[src/rtl/multiplexed_display.sv]
// multiplexed_display: time-multiplexed hex display scanner with PWM dimming,
// per-digit blink, leading-zero suppression and frame-synchronous double-buffered loads.
module multiplexed_display #(
   parameter int NUM_DIGITS = 8,
   parameter int PRESCALE_W = 11,
   parameter int BLINK_W    = 6
) (
   input  logic                    clock,
   input  logic                    reset_n,
   input  logic [4*NUM_DIGITS-1:0] value_in,
   input  logic [NUM_DIGITS-1:0]   point_in,
   input  logic [NUM_DIGITS-1:0]   enable_in,
   input  logic [NUM_DIGITS-1:0]   blink_in,
   input  logic                    load,
   input  logic [2:0]              brightness,
   input  logic                    lz_blank,
   output logic [7:0]              segment,
   output logic [NUM_DIGITS-1:0]   digit,
   output logic                    load_ack,
   output logic                    frame_start
);
   localparam int IW = (NUM_DIGITS > 1) ? $clog2(NUM_DIGITS) : 1;
   logic [PRESCALE_W-1:0]   r_pre;
   logic [IW-1:0]           r_idx;
   logic [BLINK_W-1:0]      r_frame;
   logic [4*NUM_DIGITS-1:0] r_val, r_pval;
   logic [NUM_DIGITS-1:0]   r_pt, r_en, r_bl, r_ppt, r_pen, r_pbl;
   logic                    r_pend, r_ack, r_fs;
   logic [7:0]              r_seg;
   logic [NUM_DIGITS-1:0]   r_dig;
   logic                    w_tick, w_last, w_bnd, w_pwm, w_blank, w_drive;
   logic [3:0]              w_nib;
   logic [6:0]              w_glyph;
   logic [NUM_DIGITS-1:0]   w_hi_zero;
   assign w_tick = &r_pre;
   assign w_last = r_idx == IW'(NUM_DIGITS - 1);
   assign w_bnd  = w_tick & w_last;
   always_ff @(posedge clock or negedge reset_n) begin
      if (!reset_n) begin
         r_pre   <= '0;
         r_idx   <= '0;
         r_frame <= '0;
      end else begin
         r_pre <= r_pre + 1'b1;
         if (w_tick) r_idx <= w_last ? '0 : r_idx + 1'b1;
         if (w_bnd) r_frame <= r_frame + 1'b1;
      end
   end
   // A load landing on the boundary bypasses the pending buffer so it is never lost.
   always_ff @(posedge clock or negedge reset_n) begin
      if (!reset_n) begin
         r_val  <= '0;
         r_pt   <= '0;
         r_en   <= '0;
         r_bl   <= '0;
         r_pval <= '0;
         r_ppt  <= '0;
         r_pen  <= '0;
         r_pbl  <= '0;
         r_pend <= 1'b0;
         r_ack  <= 1'b0;
         r_fs   <= 1'b0;
      end else begin
         r_ack <= w_bnd & (load | r_pend);
         r_fs  <= w_bnd;
         if (w_bnd & load) begin
            r_val  <= value_in;
            r_pt   <= point_in;
            r_en   <= enable_in;
            r_bl   <= blink_in;
            r_pend <= 1'b0;
         end else if (w_bnd & r_pend) begin
            r_val  <= r_pval;
            r_pt   <= r_ppt;
            r_en   <= r_pen;
            r_bl   <= r_pbl;
            r_pend <= 1'b0;
         end else if (load) begin
            r_pval <= value_in;
            r_ppt  <= point_in;
            r_pen  <= enable_in;
            r_pbl  <= blink_in;
            r_pend <= 1'b1;
         end
      end
   end
   for (genvar i = 0; i < NUM_DIGITS; i++) begin : g_hz
      assign w_hi_zero[i] = (r_val >> (4 * i)) == '0;
   end
   assign w_nib   = r_val[{r_idx, 2'b00} +: 4];
   assign w_blank = ~r_en[r_idx] | (r_bl[r_idx] & r_frame[BLINK_W-1]) |
                    (lz_blank & (r_idx != '0) & w_hi_zero[r_idx]);
   assign w_pwm   = r_pre[PRESCALE_W-1 -: 3] <= brightness;
   assign w_drive = ~w_blank & w_pwm;
   // Active-low {a,b,c,d,e,f,g}.
   always_comb begin
      w_glyph = 7'h7F;
      case (w_nib)
         4'h0: w_glyph = 7'b0000001;
         4'h1: w_glyph = 7'b1001111;
         4'h2: w_glyph = 7'b0010010;
         4'h3: w_glyph = 7'b0000110;
         4'h4: w_glyph = 7'b1001100;
         4'h5: w_glyph = 7'b0100100;
         4'h6: w_glyph = 7'b0100000;
         4'h7: w_glyph = 7'b0001111;
         4'h8: w_glyph = 7'b0000000;
         4'h9: w_glyph = 7'b0000100;
         4'hA: w_glyph = 7'b0001000;
         4'hB: w_glyph = 7'b1100000;
         4'hC: w_glyph = 7'b0110001;
         4'hD: w_glyph = 7'b1000010;
         4'hE: w_glyph = 7'b0110000;
         4'hF: w_glyph = 7'b0111000;
         default: w_glyph = 7'h7F;
      endcase
   end
   always_ff @(posedge clock or negedge reset_n) begin
      if (!reset_n) begin
         r_seg <= 8'hFF;
         r_dig <= '1;
      end else begin
         r_seg <= w_drive ? {w_glyph, ~r_pt[r_idx]} : 8'hFF;
         r_dig <= w_drive ? ~(NUM_DIGITS'(1) << r_idx) : '1;
      end
   end
   assign segment     = r_seg;
   assign digit       = r_dig;
   assign load_ack    = r_ack;
   assign frame_start = r_fs;
endmodule

[config.mk]
export PLATFORM = sky130hd
export DESIGN_NAME = multiplexed_display
export DESIGN_NICKNAME = d
export VERILOG_FILES = /design/src/rtl/multiplexed_display.sv
export SDC_FILE = /design/constraint.sdc
export NUM_CORES = 1
export LEC_CHECK = 0
export CORE_ASPECT_RATIO = 1.5
export CORE_MARGIN = 2
export CORE_UTILIZATION = 60
export CTS_CLUSTER_DIAMETER = 40
export DETAILED_ROUTE_END_ITERATION = 8
export GPL_ROUTABILITY_DRIVEN = 0
export PLACE_DENSITY_LB_ADDON = 0.25
export SLEW_MARGIN = 20
export SYNTH_ARGS = -nofsm -noshare
export SYNTH_HDL_FRONTEND = slang
export SYNTH_SLANG_ARGS = --single-unit
export TNS_END_PERCENT = 5
[constraint.sdc]
create_clock -name clock -period 6.1 [get_ports clock]
set_input_delay 1.22 -clock clock [delete_from_list [all_inputs] [get_ports clock]]
set_output_delay 1.22 -clock clock [all_outputs]
set_load 0.01 [all_outputs]
==> flow_summary.toml <==
[cts]
cts-buffers-inserted = 17
cts_tree = "yes"
clk_path_buf_depth = 2
cts_resized = 0
hold_buffers = 0
clk-insertion-delay-late_ps = 420
cts.sinks = 151
post_cts_buffers = 0
cts-htree-levels = 4
clk_pin_slew_ps = 60
cts_root_buffer = "clkbuf_16"

[drt]
routedWlPerCell_um = 19.4
topRoutingLayerUsed = "met4"
wl_met1_um = 6190
drtIter0Drc = 300
first_pass_iters = 4
vias = 4996
drtAntennaViolNets = 0
wl_um = 15800
drc = 0
wl_met3_um = 586
route.met2.wl_um = 8680
viasPerCell = 6.15

[setup_path]
startpoint_type = "flop"
cpLargestDelayFamily = "buffers and inverters"
path_max_fanout = 43
regToRegStartpoint = "r_idx[1]"
crit_arrival_ps = 4070
end_kind = "flop"
worstPathCellList = "ha_1, ha_1, nand3_2, buf_4, nand2_2, buf_4, mux2_1"
required_ps = 6400
reg2reg_slack_ps = 2330
cp.depth = 7
critPathBufInv = 2
r2r-end = "r_pen[2]"
path_class = "reg2reg"
slowest_stage = "dfrtp_1"
crit_end = "r_pen[2]"
worst-r2r-cell-count = 7
cpPeakStageDelay_ps = 950
cp-startpoint = "r_idx[1]"

[grt]
grt_pass1_vias = 5216
grt_pass1_wl_um = 26300
grt_max_degree = 106
grt_usage_pct = 25.9
grt-ovfl-total = 0
antenna_found_initial = 0

[status]
outcome = "completed"

[final_layout]
drive_above_1_share_pct = 13.6
seq_area_um2 = 3800
final_util_pct = 73.1
diodes = 0
nFillCells = 781
multi_input_area_um2 = 3210
area_growth_pct = 19.5
nets = 728

[timing]
fin_setup_tns_ps = 0
period_share_pct = 61.8
min_period_ps = 3770
finalSetupViolCount = 0
report.final.slew_viol_count = 0
hold_viol = 0
rsz0062_at_grt = "false"
slew_headroom_pct = 33.1
skew_ps = 8.68
setup_slack_ps = 2330
worstMarginPinSlew_ps = 975
clock.fmax_mhz = 265
hold_slack_ps = 475

[floorplanning]
die_y_um = 139
io_pins = 81
fp.dieArea_um2 = 13100
die_width_um = 94.1
initial_core_util_pct = 61.2
core_area_um2 = 12000
core.rowCount = 49

[synth]
yosysSeqAreaShare_pct = 52.0
synth_area_leader_cell = "dfrtp_1"
synthTopCellsByCount = "135 x dfrtp_1, 55 x o2bb2ai_1, 52 x a21oi_1"
netlist_area_um2 = 7310
syn_avg_cell_area_um2 = 12.4
synthesis.nets = 668
synth_most_common_cell = "dfrtp_1"
async_flop_share_pct = 100
synth_edf_count = 0
ys_ff_latch = 151
synthFlopType = "dfrtp_1"
synth.yosys.warnings = 0
syn_inst = 588
yosysUniqueCellTypes = 49
synth_top_area_share_pct = 46.2
netlist_top_cells_area = "dfrtp_1 46%, mux2_1 7.7%, o2bb2ai_1 6.6%"

[run]
maxCapViolCount = 0

[power]
seq_power_share_pct = 45.2
total_leakage_power_uw = 0.00378
pwr-share-comb_pct = 9.3
cellPowerDensity_nw_per_um2 = 278
pwr-share-clk_pct = 45.5
p_total_uw = 2430
p_switching_uw = 532
p_int_uw = 1900
swShare_pct = 21.9
ir_drop_uv = 228

[min_path]
min_path_type = "reg2reg"
hold_start = "r_pre[0]"

[placed_design]
numPortBuffers = 80
post-dp-hpwl_um = 10400
dp_slack_ps = 2310
## worst min-delay path by stage
stage                     cells past startpoint    endpoint
after floorplan                               1    r_pre[0]
after global placement                        1    r_pre[0]
after detailed placement                      1    r_pre[0]
after CTS                                     1    r_pre[0]
after global routing                          1  r_pval[10]
final                                         1    r_pre[0]
## placed cells by master, fill, tap and decap left out, types with 6 or more instances in the layout
cell | Yosys | layout
inv_1 | 13 | 13
mux2_1 | 50 | 50
clkbuf_16 | 0 | 17
mux4_2 | 13 | 13
nand4_1 | 14 | 14
nor4_1 | 9 | 9
xnor2_1 | 13 | 13
a22oi_1 | 7 | 7
o2bb2ai_1 | 55 | 55
dfstp_2 | 16 | 16
nand3_1 | 15 | 15
nand2_1 | 18 | 17
clkdlybuf4s50_1 | 0 | 78
ha_1 | 17 | 17
buf_4 | 2 | 6
and3b_1 | 51 | 51
mux2_2 | 10 | 10
a21oi_1 | 52 | 52
mux2i_1 | 6 | 6
nor2_1 | 9 | 9
dfrtp_1 | 135 | 135
## metal layers
layer  GRT usage [%]  vias up
met5               0        -
met4            9.92        0
met3            4.78       29
met2            45.1      134
met1            31.6     2515
li1                -     2318
## final cells by class
cell class	count	area share (%)
Sequential cell	151	43.5
Multi-Input combinational cell	374	36.8
Timing Repair Buffer	86	9.64
Clock buffer	22	5.43
Tap cell	153	2.19
Clock inverter	9	1.69
Inverter	18	0.788
## logic make-up (layout without fill, tap and decap cells)
kind of cell,Yosys count,after routing,share of synthesized area (%)
fa+ha+maj,17,17,2.91
flops,151,151,52.0
simple gates,131,131,12.0
buf+inv,63,135,4.26
xor+xnor,15,15,1.80
mux,81,81,14.7
compound gates,130,130,12.4
## stage by stage
stage / area [µm²] / cells
after floorplan: 7310 / 588
after global placement: 8120 / 782
after detailed placement: 8120 / 782
final: 8740 / 813
after global routing: 8740 / 813
after CTS: 8740 / 813
## sequential cells by signal, indices dropped and copies added (netlist names)
signal       cells
r_val           32
load_ack         1
r_pend           1
r_pen            8
frame_start      1
r_pt             8
r_pbl            8
segment          8
r_frame          6
r_pre           11
r_idx            3
r_en             8
digit            8
r_pval          32
r_bl             8
r_ppt            8
## power by group through the flow
stage	Sequential, µW	Clock (µW)	Combinational (µW)
global placement	1110	0	220
global route	1100	1170	251
detailed placement	1110	0	228
floorplan	1100	0	133
finish	1100	1110	227
CTS	1100	1120	231
Power figures use the tool's default switching activity.
